File: src/rtl/id_decode_queue.sv
// Decode stage for the rv32i pipeline: DEPTH-entry instruction queue, head decode,
// load-use hazard detection and a registered valid/ready packet towards EX.
module id_decode_queue #(
    parameter int unsigned XLEN  = 32,
    parameter int unsigned DEPTH = 2,
    parameter int unsigned CNT_W = $clog2(DEPTH + 1)
) (
    input  logic             clk,
    input  logic             rst,
    input  logic             if_valid,
    output logic             if_ready,
    input  logic [XLEN-1:0]  if_pc,
    input  logic [31:0]      if_inst,
    input  logic             flush,
    input  logic             ex_load_valid,
    input  logic [4:0]       ex_load_rd,
    output logic [4:0]       rs1,
    output logic [4:0]       rs2,
    input  logic [XLEN-1:0]  reg_a,
    input  logic [XLEN-1:0]  reg_b,
    output logic             id_valid,
    input  logic             id_ready,
    output logic [XLEN-1:0]  id_pc,
    output logic [XLEN-1:0]  id_imm,
    output logic [XLEN-1:0]  id_rs1_out,
    output logic [XLEN-1:0]  id_rs2_out,
    output logic [6:0]       id_opcode,
    output logic [2:0]       id_funct3,
    output logic [6:0]       id_funct7,
    output logic [4:0]       id_rd,
    output logic [4:0]       id_rs1,
    output logic [4:0]       id_rs2,
    output logic             hazard_stall,
    output logic [CNT_W-1:0] occupancy
);
    localparam int unsigned PTR_W = (DEPTH > 1) ? $clog2(DEPTH) : 1;

    localparam logic [6:0] OP_LOAD  = 7'b0000011;
    localparam logic [6:0] OP_IMM   = 7'b0010011;
    localparam logic [6:0] OP_AUIPC = 7'b0010111;
    localparam logic [6:0] OP_STORE = 7'b0100011;
    localparam logic [6:0] OP_REG   = 7'b0110011;
    localparam logic [6:0] OP_LUI   = 7'b0110111;
    localparam logic [6:0] OP_BR    = 7'b1100011;
    localparam logic [6:0] OP_JALR  = 7'b1100111;
    localparam logic [6:0] OP_JAL   = 7'b1101111;

    logic [XLEN-1:0]  r_pc_q   [DEPTH];
    logic [31:0]      r_inst_q [DEPTH];
    logic [PTR_W-1:0] r_wptr;
    logic [PTR_W-1:0] r_rptr;
    logic [CNT_W-1:0] r_cnt;

    logic        w_empty;
    logic        w_push;
    logic        w_pop;
    logic [31:0] w_inst;
    logic [6:0]  w_op;
    logic [31:0] w_imm32;
    logic        w_use1;
    logic        w_use2;

    // Circular pointer advance; wraps at DEPTH for any queue depth.
    function automatic logic [PTR_W-1:0] f_inc(input logic [PTR_W-1:0] p);
        return (p == PTR_W'(DEPTH - 1)) ? '0 : p + PTR_W'(1);
    endfunction

    assign w_empty   = (r_cnt == '0);
    assign if_ready  = (r_cnt < CNT_W'(DEPTH));
    assign occupancy = r_cnt;
    assign w_inst    = r_inst_q[r_rptr];
    assign w_op      = w_inst[6:0];
    assign rs1       = w_inst[19:15];
    assign rs2       = w_inst[24:20];

    // Format-selected immediate of the head instruction.
    always_comb begin
        w_imm32 = 32'd0;
        w_use1  = 1'b1;
        w_use2  = 1'b0;
        case (w_op)
            OP_LOAD, OP_IMM, OP_JALR: w_imm32 = {{20{w_inst[31]}}, w_inst[31:20]};
            OP_STORE: begin
                w_imm32 = {{20{w_inst[31]}}, w_inst[31:25], w_inst[11:7]};
                w_use2  = 1'b1;
            end
            OP_BR: begin
                w_imm32 = {{19{w_inst[31]}}, w_inst[31], w_inst[7], w_inst[30:25], w_inst[11:8], 1'b0};
                w_use2  = 1'b1;
            end
            OP_LUI, OP_AUIPC: begin
                w_imm32 = {w_inst[31:12], 12'd0};
                w_use1  = 1'b0;
            end
            OP_JAL: begin
                w_imm32 = {{11{w_inst[31]}}, w_inst[31], w_inst[19:12], w_inst[20], w_inst[30:21], 1'b0};
                w_use1  = 1'b0;
            end
            OP_REG:  w_use2 = 1'b1;
            default: w_imm32 = 32'd0;
        endcase
    end

    assign hazard_stall = !w_empty && ex_load_valid && (ex_load_rd != 5'd0) &&
                          ((w_use1 && (ex_load_rd == rs1)) || (w_use2 && (ex_load_rd == rs2)));

    assign w_pop  = !w_empty && !hazard_stall && (!id_valid || id_ready) && !flush;
    assign w_push = if_valid && if_ready && !flush;

    // Queue storage carries no reset; occupancy gates every read.
    always_ff @(posedge clk) begin
        if (w_push) begin
            r_pc_q[r_wptr]   <= if_pc;
            r_inst_q[r_wptr] <= if_inst;
        end
    end

    always_ff @(posedge clk or posedge rst) begin
        if (rst) begin
            r_wptr <= '0;
            r_rptr <= '0;
            r_cnt  <= '0;
        end else if (flush) begin
            r_wptr <= '0;
            r_rptr <= '0;
            r_cnt  <= '0;
        end else begin
            if (w_push) r_wptr <= f_inc(r_wptr);
            if (w_pop)  r_rptr <= f_inc(r_rptr);
            if (w_push && !w_pop)      r_cnt <= r_cnt + CNT_W'(1);
            else if (!w_push && w_pop) r_cnt <= r_cnt - CNT_W'(1);
        end
    end

    // ID/EX packet register.
    always_ff @(posedge clk or posedge rst) begin
        if (rst) begin
            id_valid   <= 1'b0;
            id_pc      <= '0;
            id_imm     <= '0;
            id_rs1_out <= '0;
            id_rs2_out <= '0;
            id_opcode  <= '0;
            id_funct3  <= '0;
            id_funct7  <= '0;
            id_rd      <= '0;
            id_rs1     <= '0;
            id_rs2     <= '0;
        end else if (flush) begin
            id_valid <= 1'b0;
        end else if (w_pop) begin
            id_valid   <= 1'b1;
            id_pc      <= r_pc_q[r_rptr];
            id_imm     <= XLEN'($signed(w_imm32));
            id_rs1_out <= reg_a;
            id_rs2_out <= reg_b;
            id_opcode  <= w_op;
            id_funct3  <= w_inst[14:12];
            id_funct7  <= w_inst[31:25];
            id_rd      <= w_inst[11:7];
            id_rs1     <= rs1;
            id_rs2     <= rs2;
        end else if (id_valid && id_ready) begin
            id_valid <= 1'b0;
        end
    end
endmodule

File: config.mk
export PLATFORM = sky130hd
export DESIGN_NAME = id_decode_queue
export DESIGN_NICKNAME = d
export VERILOG_FILES = /design/src/rtl/id_decode_queue.sv
export SDC_FILE = /design/constraint.sdc
export NUM_CORES = 1
export LEC_CHECK = 0
export ABC_CLOCK_PERIOD_IN_PS = 8000
export CAP_MARGIN = 0
export CORE_ASPECT_RATIO = 0.7
export CORE_UTILIZATION = 53
export CTS_CLUSTER_DIAMETER = 150
export CTS_CLUSTER_SIZE = 12
export DETAILED_ROUTE_END_ITERATION = 10
export DONT_BUFFER_PORTS = 1
export PLACE_DENSITY = 0.64
export SLEW_MARGIN = 10
export SYNTH_ARGS = -nofsm -noshare
export SYNTH_HDL_FRONTEND = slang
export SYNTH_SLANG_ARGS = --single-unit
File: constraint.sdc
create_clock -name clk -period 8 [get_ports clk]
set_clock_uncertainty 0.1 [all_clocks]
set_input_delay 0.8 -clock clk [delete_from_list [all_inputs] [get_ports clk]]
set_output_delay 0.8 -clock clk [all_outputs]
set_load 0.01 [all_outputs]
# Word level (Yosys, flattened, before mapping)
# Memories as Yosys holds them, arrays and structs flattened. A register that Yosys moved wholly into a read port is not among the register bits.
# Index checks and enable logic that the tools add are counted.
# word_totals
inputBits	139
n_memories	2
ramBits	128
ff_bits	133
elab_cells	81
# op_classes
n_reduce_logical	32
n_bitwise	1
magnitude_cmp	1
eq_ne	11
n_mux	17
add_sub_neg	4
# mem_list
name	depth	width	read_ports	rd_clocked_by_memory_dff	write_ports	line	source
r_inst_q	2	32	1	0	1	49	logic [31:0] r_inst_q [DEPTH];
r_pc_q	2	32	1	1	1	48	logic [XLEN-1:0] r_pc_q [DEPTH];
# op_table
cell	n
$pmux W32 S5	1
$eq A7 B6 Y1 const B	3
$eq A7 B7 Y1 const B	3
$eq A7 B5 Y1 const B	2
$logic_and A1 B1 Y1	13
$mux W1	13
$eq A5 B5 Y1	2
$reduce_or A3 Y1	3
$eq A7 B2 Y1 const B	1
$logic_not A1 Y1	6
$mux W2	3
$reduce_bool A3 Y1	2
$reduce_bool A5 Y1	1
$reduce_bool A2 Y1	2
$add A1 B1 Y1 const B	2
$add A2 B1 Y2 const B	1
$logic_not A2 Y1	1
$logic_or A1 B1 Y1	2
$lt A2 B2 Y1 const B	1
$reduce_and A2 Y1	1
$reduce_or A2 Y1	1
$sub A2 B1 Y2 const B	1
$not A1 Y1	1

# Logic depth before layout (Yosys ltp)
# An unclocked memory read counts as a cell.
# depth
depth_word	15
ltp_mapped	11
depth_no_buf	6

# Worst setup path before layout
# Ideal clock, no wire load.
# synth_path
path_kind	input-to-reg
from	input port flush
to	memory r_inst_q[1][0], enable pin
setup_time_ns	0.578
arrival_ns	5.692
path_slack_ns	1.630
path_stages	2
required_ns	7.322
cell_sequence	buf_1 -> nor3b_1
# synth_via
elab_chain_len	4
# synth_lines
item	line	source
from (decl)	14	input logic flush,
$logic_not A1 Y1	108	assign w_push = if_valid && if_ready && !flush;
$logic_and A1 B1 Y1	108	
$mux W1	112	if (w_push) begin
$mux W1 (implied by the code)	114	r_inst_q[r_wptr] <= if_inst;
to (decl)	49	
# No other way between the ends.

# Final worst setup path
# layout_path
from	register r_rptr
to	register id_rs1_out[28]
# layout_via
word_cells_on_any_way	22
cone_classes	8 x eq/ne; 2 x mux; 11 x reduce/logical; 1 x memory
# layout_lines
item	line	source
from (decl)	51	logic [PTR_W-1:0] r_rptr;
from (signal assigned)	129	if (w_pop) r_rptr <= f_inc(r_rptr);
$mem_v2 Z2 W32	-	
named net rs2[1]	18	output logic [4:0] rs2,
$eq A5 B5 Y1	105	((w_use1 && (ex_load_rd == rs1)) || (w_use2 && (ex_load_rd == rs2)));
$logic_and A1 B1 Y1	105	
$logic_or A1 B1 Y1	105	
$logic_and A1 B1 Y1	104	assign hazard_stall = !w_empty && ex_load_valid && (ex_load_rd != 5'd0) &&
$logic_not A1 Y1	107	assign w_pop = !w_empty && !hazard_stall && (!id_valid || id_ready) && !flush;
$logic_and A1 B1 Y1 (3 in series)	107	
$reduce_and A2 Y1 (no line)	-	
to (signal assigned)	155	id_rs1_out <= reg_a;
to (decl)	25	output logic [XLEN-1:0] id_rs1_out,
# The timed path passes the listed nets, and every way through them passes these cells.
# A chain may end at the register's enable or synchronous reset.

==> impl_metrics.py <==
metrics = {
    "run_status": {
        "run_status": "complete, but fails checks",
        "violations": "DRC",
    },
    "global_route": {
        "antenna_found_initial": 2,
        "grt.overflow.total": 0,
        "grt_pass1_vias": 6166,
        "grt_max_degree": 97,
        "grtUsageTotal_pct": 21.6,
        "grt_pass1_wl_microns": 36400,
    },
    "drt": {
        "via_count": 5694,
        "drc": 34,
        "ant_nets": 0,
        "viasPerCell": 5.82,
        "drt-wirelength-per-cell_microns": 24.5,
        "drtPass1Iterations": 9,
        "drtIter0Drc": 292,
        "wl_microns": 24000,
    },
    "setup_path": {
        "r2r-start": "r_rptr",
        "cp-startpoint": "r_rptr",
        "crit_path_end": "id_rs1_out[28]",
        "endpoint_kind": "register",
        "start_kind": "register",
        "required_ns": 8.31,
        "worst-path-max-fanout": 74,
        "critical_path_class": "reg2reg",
        "worstReg2RegEnd": "id_rs1_out[28]",
        "regToRegSetupSlack_ns": 3.36,
        "ff2ff_path_depth": 7,
        "cp_data_arrival_time_ns": 4.95,
    },
    "cells_and_area": {
        "layout.nets": 819,
        "final_area_sq_um": 12500,
        "area_growth_pct": 7.78,
        "final_cells": 979,
        "drive_gt1_share_pct": 23.5,
    },
    "sta": {
        "fin_crit_ns": 4.64,
        "rsz0062_at_grt": "no",
        "final.setup.tns_ns": 0,
        "max_slew.worst_pin.slew_ns": 1.10,
        "fin_crit_sh_pct": 58.0,
        "fmax_mhz": 215,
        "finalMaxSlewViolations": 0,
        "finalHoldWorstSlack_ns": 0.197,
        "max-slew-margin-rel_pct": 27.0,
        "setup_viol": 0,
        "final_hold_viol_count": 0,
    },
    "yosys": {
        "synth_top_area_cell": "dfrtp_1",
        "synth_common_cells": "dfrtp_1 (165), edfxtp_1 (128), mux2_2 (110)",
        "syn_area_per_cell_sq_um": 17.0,
        "ys_types": 59,
        "synth_area_sq_um": 11600,
        "synth_area_leaders": "dfrtp_1 (36%), edfxtp_1 (33%), mux2_2 (11%), mux2_1 (8.9%), mux2i_1 (1.7%)",
        "yosys_warnings": 0,
        "ys_async_sr_fraction_pct": 56.3,
        "syn_inst": 683,
        "synth-seq-cells": 293,
        "yosysMostFrequentCell": "dfrtp_1",
        "synth_edf_count": 128,
        "synth-seq-area-share_pct": 68.6,
        "synth_top_flop_cell": "dfrtp_1",
        "synthesis.nets": 822,
        "yosysTopAreaCellShare_pct": 35.5,
    },
    "clock_tree": {
        "h-tree-depth": 1,
        "cts-resized-gates": 0,
        "cts_buffers": 28,
        "numClockSinks": 293,
        "ctsHoldBuffers": 0,
        "root_buffer": "clkbuf_16",
        "cts_setup_buffers": 0,
        "clk_latency_ns": 0.53,
        "cts_tree": "done",
        "clockBufferDepth": 3,
        "clk_pin_slew_ns": 0.07,
    },
    "power": {
        "vdd_drop_max_mv": 0.204,
        "powerDensity_nw_per_um2": 293,
        "p_leak_nw": 4.98,
    },
    "floorplanning": {
        "die_height_microns": 126,
        "initial_core_util_pct": 55.0,
        "io_pins": 314,
        "die_w_microns": 179,
        "rows": 44,
        "die_area_sq_um": 22500,
        "core_region_area_sq_um": 21100,
    },
    "job": {
        "drv_cap": 0,
    },
    "min_path": {
        "hold_path_class": "in2async",
    },
    "place": {
        "place.gp.congestion": 0.795,
        "io_buffers": 0,
        "dpl.cell_count": 926,
        "dpl.hpwl_microns": 16300,
        "dpl_cell_area_sq_um": 11700,
    },
}
==> per-stage QoR <==
stage	total power, mW	util (%)	worst slack (ns)
finish	3.68	59.3	3.36
global route	3.85	59.3	3.05
CTS	3.72	59.3	3.32
detailed placement	2.51	55.4	3.34
global placement	2.49	55.4	3.42
floorplan	2.39	-	1.63
==> power by group <==
part	switching (mW)	internal (mW)	leakage, nW	total, mW
Sequential	0.308	1.82	3.19	2.13
Combinational	0.156	0.188	1.40	0.344
Clock	0.524	0.677	0.388	1.20
==> sequential cells by signal (all words and copies together) (netlist names) <==
| signal | count |
|---|---|
| r_wptr | 1 |
| id_rs2 | 5 |
| id_opcode | 7 |
| id_funct3 | 3 |
| r_pc_q | 64 |
| id_pc | 32 |
| id_funct7 | 7 |
| id_rs1 | 5 |
| occupancy | 2 |
| id_rs2_out | 32 |
| id_valid | 1 |
| id_imm | 32 |
| r_rptr | 1 |
| r_inst_q | 64 |
| id_rs1_out | 32 |
| id_rd | 5 |
==> kinds of logic after synthesis <==
family | after synthesis | share of synthesized area [%]
buffers and inverters | 55 | 3.30
flip-flops | 293 | 68.6
AO/OA/AOI/OAI | 34 | 2.24
multiplexers | 226 | 21.8
AND/OR/NAND/NOR | 64 | 3.28
XOR/XNOR | 11 | 0.828
==> worst max-delay path, cell delays in order (launching register included) <==
cell and delay [ns]:
dfrtp_4 1.15, mux2_2 0.53, xor2_1 0.17, nor4_1 0.32, nand4_2 0.29, nand3_4 0.65, buf_4 0.75, mux2_2 0.41
==> worst min path at each step <==
stage                         startpoint              to  slack (ns)  cells after the start
final                                rst  id_rs2_out[10]        0.20                      1
after CTS                          flush        id_valid        0.21                      1
after floorplan                   r_wptr          r_wptr        0.42                      2
after detailed placement       id_rs2[3]       id_rs2[3]        0.45                      1
after global placement    id_rs2_out[26]  id_rs2_out[26]        0.45                      1
after global routing               flush    occupancy[1]        0.21                      1
==> cells in the final DEF (no fill, tap or decap), types with 5 or more instances in the layout <==
cell type  instances
buf_4              6
clkbuf_1          22
clkbuf_16         29
dfrtp_1          164
edfxtp_1         128
inv_1             15
mux2_1            92
mux2_2           110
mux2i_1           20
nand2_1           18
nand3_1            7
nor2_1            10
o21ai_0           12
xnor2_1            6
xor2_1             5
==> area by class of cell <==
type                            instances  area [sq um]
Antenna cell                            1          2.50
Clock buffer                           51           808
Clock inverter                          1          8.76
Fill cell                            1624          8610
Inverter                               16          65.1
Multi-Input combinational cell        335          3280
Sequential cell                       293          7980
Tap cell                              276           345
Timing Repair Buffer                    6          45.0
==> metal layers <==
metal	track usage, %	vias up	share of wire (%)
met2	33.8	244	47
met3	10.1	43	12
li1	-	2493	-
met5	0	-	0
met1	26.7	2914	38
met4	6.08	0	2.4
Power figures use the tool's default switching activity.
